File: config.mk
export PLATFORM = sky130hd
export DESIGN_NAME = pipe_sat_adder_tree
export DESIGN_NICKNAME = d
export VERILOG_FILES = /design/src/rtl/ppu_pkg.sv /design/src/rtl/sat_add_node.sv /design/src/rtl/pipe_sat_adder_tree.sv
export SDC_FILE = /design/constraint.sdc
export NUM_CORES = 2
export LEC_CHECK = 0
export BUFFER_PORTS_ARGS = -buffer_cell sky130_fd_sc_hd__buf_2
export CAP_MARGIN = 15
export CORE_ASPECT_RATIO = 0.5
export CORE_MARGIN = 2
export CORE_UTILIZATION = 60
export CTS_CLUSTER_DIAMETER = 200
export DETAILED_ROUTE_END_ITERATION = 10
export GPL_ROUTABILITY_DRIVEN = 0
export PLACE_DENSITY = 0.92
export SLEW_MARGIN = 20
export SYNTH_ARGS = -nofsm -noshare
export SYNTH_HDL_FRONTEND = slang
export SYNTH_SLANG_ARGS = --single-unit
File: constraint.sdc
create_clock -name clk -period 25.6 [get_ports clk]
set_clock_uncertainty 0.2 [all_clocks]
set_input_delay 5.12 -clock clk [delete_from_list [all_inputs] [get_ports clk]]
set_output_delay 5.12 -clock clk [all_outputs]
set_load 0.03 [all_outputs]
File: src/rtl/ppu_pkg.sv
// -----------------------------------------------------------------------------
// ppu_pkg
//   Shared elaboration-time helpers for the PPU datapath blocks.
//   - clog2     : ceiling log2, clog2(1) = 0
//   - sat_max   : saturation ceiling for a given width / signedness
//   - sat_min   : saturation floor for a given width / signedness
//   The saturation helpers return SAT_W_MAX-bit vectors; callers truncate
//   to their own DATA_WIDTH (DATA_WIDTH must not exceed SAT_W_MAX).
// -----------------------------------------------------------------------------
package ppu_pkg;

  localparam int SAT_W_MAX = 64;

  function automatic int clog2(input int n);
    int r;
    r = 0;
    while ((1 << r) < n) r++;
    return r;
  endfunction

  // Unsigned: all ones. Signed: 0111..1.
  function automatic logic [SAT_W_MAX-1:0] sat_max(input int width, input bit signed_mode);
    logic [SAT_W_MAX-1:0] r;
    r = '0;
    for (int i = 0; i < SAT_W_MAX; i++) begin
      if (i < width - (signed_mode ? 1 : 0)) r[i] = 1'b1;
    end
    return r;
  endfunction

  // Unsigned: zero. Signed: 1000..0.
  function automatic logic [SAT_W_MAX-1:0] sat_min(input int width, input bit signed_mode);
    logic [SAT_W_MAX-1:0] r;
    r = '0;
    for (int i = 0; i < SAT_W_MAX; i++) begin
      if (signed_mode && (i == width - 1)) r[i] = 1'b1;
    end
    return r;
  endfunction

endpackage

File: src/rtl/sat_add_node.sv
// -----------------------------------------------------------------------------
// sat_add_node
//   One combinational node of the saturating adder tree: sum = sat(a + b).
//   Ports:
//     a, b : DATA_WIDTH-bit operands (unsigned or two's complement)
//     sum  : saturated DATA_WIDTH-bit result
//     sat  : 1 when the result was clamped
// -----------------------------------------------------------------------------
module sat_add_node
  import ppu_pkg::*;
#(
  parameter int DATA_WIDTH  = 8,
  parameter int SIGNED_MODE = 0
) (
  input  logic [DATA_WIDTH-1:0] a,
  input  logic [DATA_WIDTH-1:0] b,
  output logic [DATA_WIDTH-1:0] sum,
  output logic                  sat
);

  localparam bit                  SGN   = (SIGNED_MODE != 0);
  localparam logic [DATA_WIDTH-1:0] MAX_V = DATA_WIDTH'(sat_max(DATA_WIDTH, SGN));
  localparam logic [DATA_WIDTH-1:0] MIN_V = DATA_WIDTH'(sat_min(DATA_WIDTH, SGN));

  logic [DATA_WIDTH:0] a_x;
  logic [DATA_WIDTH:0] b_x;
  logic [DATA_WIDTH:0] full;

  assign a_x  = {(SGN & a[DATA_WIDTH-1]), a};
  assign b_x  = {(SGN & b[DATA_WIDTH-1]), b};
  assign full = a_x + b_x;

  // Signed: the extended sum's top bit is the true sign; overflow whenever it
  // disagrees with the DATA_WIDTH-bit sign. Unsigned: overflow is the carry.
  assign sat = SGN ? (full[DATA_WIDTH] ^ full[DATA_WIDTH-1]) : full[DATA_WIDTH];

  assign sum = !sat                   ? full[DATA_WIDTH-1:0] :
               (SGN && full[DATA_WIDTH]) ? MIN_V : MAX_V;

endmodule

File: src/rtl/pipe_sat_adder_tree.sv
// -----------------------------------------------------------------------------
// pipe_sat_adder_tree
//   Pipelined saturating adder tree: reduces LENGTH DATA_WIDTH-bit addends to
//   one saturated sum, one sample per cycle, with valid/ready flow control.
//   Addends are zero-padded to a power of two and reduced pairwise, level by
//   level (node k of a level = sat(in[2k] + in[2k+1])). A register stage sits
//   after every REG_EVERY-th level and the output is always registered, giving
//   LAT = max(1, ceil(LEVELS/REG_EVERY)).
//   Ports:
//     clk, rst    : clock, synchronous active-high reset
//     in_valid    : input sample valid
//     in_ready    : sample accepted this cycle (= !out_valid || out_ready)
//     in_addends  : addend i at [i*DATA_WIDTH +: DATA_WIDTH]
//     out_valid   : out_sum/out_sat valid
//     out_ready   : downstream accepts the output
//     out_sum     : saturated sum
//     out_sat     : any node in this sample's tree saturated
// -----------------------------------------------------------------------------
module pipe_sat_adder_tree
  import ppu_pkg::*;
#(
  parameter int DATA_WIDTH  = 8,
  parameter int LENGTH      = 128,
  parameter int SIGNED_MODE = 0,
  parameter int REG_EVERY   = 1
) (
  input  logic                         clk,
  input  logic                         rst,
  input  logic                         in_valid,
  output logic                         in_ready,
  input  logic [DATA_WIDTH*LENGTH-1:0] in_addends,
  output logic                         out_valid,
  input  logic                         out_ready,
  output logic [DATA_WIDTH-1:0]        out_sum,
  output logic                         out_sat
);

  localparam int W      = DATA_WIDTH;
  localparam int LEVELS = clog2(LENGTH);
  localparam int P      = 1 << LEVELS;
  localparam int LAT    = (LEVELS == 0) ? 1 : (LEVELS + REG_EVERY - 1) / REG_EVERY;

  // Whole pipeline advances together; a stalled output freezes every stage.
  logic adv;
  assign adv      = !out_valid || out_ready;
  assign in_ready = adv;

  // ---------------------------------------------------------------------------
  // Leaves: addends zero-padded to P entries
  // ---------------------------------------------------------------------------
  logic [P*W-1:0] leaf_data;

  for (genvar k = 0; k < P; k++) begin : g_leaf
    if (k < LENGTH) begin : g_real
      assign leaf_data[k*W +: W] = in_addends[k*W +: W];
    end else begin : g_pad
      assign leaf_data[k*W +: W] = '0;
    end
  end

  // ---------------------------------------------------------------------------
  // Tree levels. lvl_sat carries, per node, the OR of every sat bit in that
  // node's subtree, so the root bit is the per-sample flag. The root level is
  // left combinational because the output register below closes it.
  // ---------------------------------------------------------------------------
  for (genvar l = 1; l <= LEVELS; l++) begin : g_lvl
    localparam int N = P >> l;

    logic [2*N*W-1:0] src_data;
    logic [2*N-1:0]   src_sat;
    logic [N*W-1:0]   lvl_data;
    logic [N-1:0]     lvl_sat;

    if (l == 1) begin : g_src_leaf
      assign src_data = leaf_data;
      assign src_sat  = '0;
    end else begin : g_src_lvl
      assign src_data = g_lvl[l-1].lvl_data;
      assign src_sat  = g_lvl[l-1].lvl_sat;
    end

    for (genvar k = 0; k < N; k++) begin : g_node
      logic [W-1:0] sum_c;
      logic         node_sat;
      logic         sat_d;

      sat_add_node #(
        .DATA_WIDTH  (DATA_WIDTH),
        .SIGNED_MODE (SIGNED_MODE)
      ) u_node (
        .a   (src_data[(2*k)*W +: W]),
        .b   (src_data[(2*k+1)*W +: W]),
        .sum (sum_c),
        .sat (node_sat)
      );

      assign sat_d = node_sat | src_sat[2*k] | src_sat[2*k+1];

      if ((l % REG_EVERY == 0) && (l < LEVELS)) begin : g_reg
        logic [W-1:0] sum_q;
        logic         sat_q;

        // NOTE: intermediate data registers are deliberately not reset; the
        // valid shift register alone decides whether a stage holds a sample.
        always_ff @(posedge clk) begin
          if (adv) begin
            sum_q <= sum_c;
            sat_q <= sat_d;
          end
        end

        assign lvl_data[k*W +: W] = sum_q;
        assign lvl_sat[k]         = sat_q;
      end else begin : g_comb
        assign lvl_data[k*W +: W] = sum_c;
        assign lvl_sat[k]         = sat_d;
      end
    end
  end

  // ---------------------------------------------------------------------------
  // Root selection (LENGTH == 1 passes the single addend straight through)
  // ---------------------------------------------------------------------------
  logic [W-1:0] root_sum;
  logic         root_sat;

  if (LEVELS == 0) begin : g_root_leaf
    assign root_sum = leaf_data;
    assign root_sat = 1'b0;
  end else begin : g_root_tree
    assign root_sum = g_lvl[LEVELS].lvl_data;
    assign root_sat = g_lvl[LEVELS].lvl_sat[0];
  end

  // ---------------------------------------------------------------------------
  // Valid shift register (one bit per register stage) and output register
  // ---------------------------------------------------------------------------
  logic [LAT-1:0] vld_q;
  logic [LAT-1:0] vld_d;
  logic [W-1:0]   out_sum_q;
  logic           out_sat_q;

  // NOTE: vld_d gets a full default first so no path leaves it unassigned,
  // which keeps this block purely combinational (no latch).
  always_comb begin
    vld_d = vld_q;
    if (adv) begin
      vld_d[0] = in_valid;
      for (int s = 1; s < LAT; s++) vld_d[s] = vld_q[s-1];
    end
  end

  // NOTE: state is updated with non-blocking assignments so every register
  // samples pre-edge values regardless of statement order.
  always_ff @(posedge clk) begin
    if (rst) begin
      vld_q     <= '0;
      out_sum_q <= '0;
      out_sat_q <= 1'b0;
    end else begin
      vld_q <= vld_d;
      if (adv) begin
        out_sum_q <= root_sum;
        out_sat_q <= root_sat;
      end
    end
  end

  assign out_valid = vld_q[LAT-1];
  assign out_sum   = out_sum_q;
  assign out_sat   = out_sat_q;

endmodule

==> results_dict.tcl <==
set metrics [dict create \
    status "finished, final reports clean" \
    drv_cap 0 \
    chipHeight_um 261 \
    grt_use_total_pct 27.5 \
    dp_cells 9898 \
    synth-seq-area-share_pct 43.4 \
    r2r-end "g_lvl[1].g_node[18].g_reg.sum_q[1]" \
    crit_required_ps 20280 \
    critical_path_class "in -> out" \
    min-delay-start "vld_q[0]" \
    synth-async-reset-ratio_pct 0 \
    tightest_slew_ps 1160 \
    vdd_ir_drop_max_mv 0.0687 \
    dr.pass1.iters 8 \
    synth_edf_count 1134 \
    cts_sinks 1150 \
    hp-class "reg -> reg" \
    ys_seq_elements 1150 \
    synthSimpleGateAreaFrac_pct 10.3 \
    setup_viol 0 \
    max_freq_mhz 87.3 \
    cp-end-kind "primary output" \
    finalMaxSlewViolations 0 \
    io_buffers 1038 \
    antenna_found_initial 42 \
    ant_nets 0 \
    cp-start-kind "input pin" \
    core_area_mm2 0.131 \
    hpwl_um 149000 \
    grt_max_degree 201 \
    syn_area_per_cell_um2 11.2 \
    dieArea_mm2 0.135 \
    cts_setup_buffers 0 \
    cp_max_fo 55 \
    ys_warn_count 0 \
    ys_types 55 \
    syn-num-nets 9246 \
    finalHoldViolCount 0 \
    clk_latency_ps 720 \
    num_rows 94 \
    r2r_start "vld_q[6]" \
    dpl_cell_area_mm2 0.0868 \
    tns_ps 0 \
    die_x_um 518 \
    drc 0 \
    power_per_cell_area_mw_per_mm2 89.5 \
    rrSetupSlack_ps 20690 \
    cp.arrival_ps 6130 \
    routedWlPerCell_um 19.1 \
    yosys-mux-area-fraction_pct 0.0379 \
    clock_path_buffers 3 \
    total_power_mw 8.07 \
    overflow 0 \
    htreeDepth 3 \
    worstHoldEndpoint "vld_q[1]" \
    synthXorXnorAreaFrac_pct 3.85 \
    initial_utilization_pct 60.4 \
    cts_resized 0 \
    areaGrowthSynthToFinish_pct 13.7 \
    rsz0062_at_grt "false" \
    synth_area_mm2 0.0792 \
    layout-drive-gt1-share_pct 18.5 \
    cts_hold_buf 0 \
    vias_per_cell 6.16 \
    grt_pass1_wl_um 304000 \
    synth_fa_ha_area_share_pct 19.3 \
    holdPathStages 2 \
    boundaryPins 1039 \
    routed_wl_um 194000 \
    synth_top_family_by_area "compound AO/OA/AOI/OAI gates" \
    synth_ff_type "edfxtp_1" \
    drtIter0Drc 4839 \
    relSlewSlack_pct 22.4 \
    period_share_pct 44.7 \
    synth_compound_area_share_pct 22.1 \
    grt_pass1_vias 61471 \
    r2r_cells 7 \
    cts-root-buf "clkbuf_16" \
    clkSlewWorstSetupHoldPaths_ps 60 \
    dr_total_vias 62292 \
    cts_tree "built" \
    fin_cells 10115 \
    p_leak_nw 35.9 \
    layout.nets 10398 \
    fin_crit_ps 11450 \
    syn_inst 7075 \
    cts_made_buffers 103 \
    nFillCells 9017 \
    final_cell_area_mm2 0.0901 \
]
[flip-flops by register name (all words and copies together), names as in the netlist]
register                  cells
g_lvl.g_node.g_reg.sum_q   1008
g_lvl.g_node.g_reg.sat_q    126
out_sum                       8
vld_q                         7
out_sat                       1
[cells in the final DEF (no fill, tap or decap), types with 100 or more instances in the layout]
| cell type | Yosys | routed |
|---|---|---|
| fa_1 | 127 | 127 |
| nand2_1 | 496 | 496 |
| inv_1 | 224 | 223 |
| a21oi_1 | 291 | 291 |
| a31oi_1 | 102 | 102 |
| a211oi_1 | 339 | 339 |
| nor2_1 | 501 | 501 |
| o21a_1 | 166 | 166 |
| o21bai_1 | 205 | 205 |
| ha_1 | 1016 | 1016 |
| clkbuf_16 | 0 | 107 |
| nor3_1 | 139 | 139 |
| xnor2_1 | 120 | 120 |
| edfxtp_1 | 1134 | 1134 |
| xor2_1 | 228 | 228 |
| a211oi_2 | 100 | 100 |
| buf_2 | 2 | 1038 |
| nand2b_1 | 264 | 264 |
| o21ai_0 | 667 | 667 |
| a21o_1 | 225 | 225 |
| a21oi_2 | 105 | 105 |
[Yosys cell counts, drive strengths merged, types with 8 or more instances]
master,instances,area (µm²)
edfxtp,1134,34100
ha,1016,12700
o21ai,716,3670
nor2,501,1880
nand2,496,1860
a211oi,439,3800
a21oi,396,2380
nand2b,264,1650
xor2,228,2000
a21o,225,1690
inv,224,841
o21bai,205,1540
o21a,166,1250
nor3,139,696
fa,127,2540
xnor2,120,1050
a31oi,102,638
o22ai,101,699
nor4,95,594
or4,95,713
o2bb2ai,91,1370
nor2b,39,244
o211ai,20,155
nand3,18,90.1
dfxtp,16,320
or3,16,100
and3,9,56.3
a2111oi,8,70.1
[cell families (layout without fill, tap and decap cells)]
logic type | after synthesis | in the layout
AOI/OAI and AO/OA | 2498 | 2498
xor gates and xnor gates | 348 | 348
muxes | 3 | 3
other | 0 | 27
adders and majority gates | 1143 | 1143
and+or+nand+nor | 1705 | 1705
buffers and inverters | 228 | 1465
DFF | 1150 | 1150
[area by class of cell]
| class | count | area, µm² | share of cell area, % |
|---|---|---|---|
| timing repair buffer | 1051 | 5320 | 5.90 |
| sequential | 1150 | 34400 | 38.1 |
| tap | 1776 | 2220 | 2.47 |
| clock inverter | 61 | 479 | 0.532 |
| antenna | 27 | 67.6 | 0.0750 |
| inverter | 224 | 848 | 0.941 |
| multi-input combinational | 5697 | 44000 | 48.8 |
| clock buffer | 129 | 2810 | 3.12 |
[worst max-delay path: stages]
cell     delay, ps
buf_2          110
nor2b_1        180
buf_4          250
inv_8          140
buf_2          260
[through the flow]
step	hold WS, ps	setup slack [ps]	utilization [%]
after floorplan	232	1670	-
after global placement	239	14150	66.1
after detailed placement	245	14160	66.1
after CTS	254	14150	68.6
after global routing	283	14120	68.7
final	258	14150	68.7
[layer usage]
metal  routed length, µm  up-vias  global-route usage (%)
met5                  51        -                       0
li1                    -    29829                       -
met4               10400        8                    13.8
met1               76800    29568                    33.4
met3               10800      603                    4.12
met2               95500     2284                    48.4
[worst max-delay path by stage]
stage | start | end | slack (ps)
3_5_place_dp | out_ready | in_ready | 14160
4_1_cts | out_ready | in_ready | 14150
5_1_grt | out_ready | in_ready | 14120
6_report | out_ready | in_ready | 14150
3_3_place_gp | out_ready | in_ready | 14150
2_1_floorplan | out_ready | in_ready | 1670
[power breakdown]
group          leakage [nW]  internal, mW  total (mW)  switching (mW)
combinational          23.5          1.48        3.56            2.07
clock                  1.61         0.833        1.55           0.717
sequential             10.8          2.72        2.96           0.238
No activity file was read; power rests on OpenSTA's default activity.
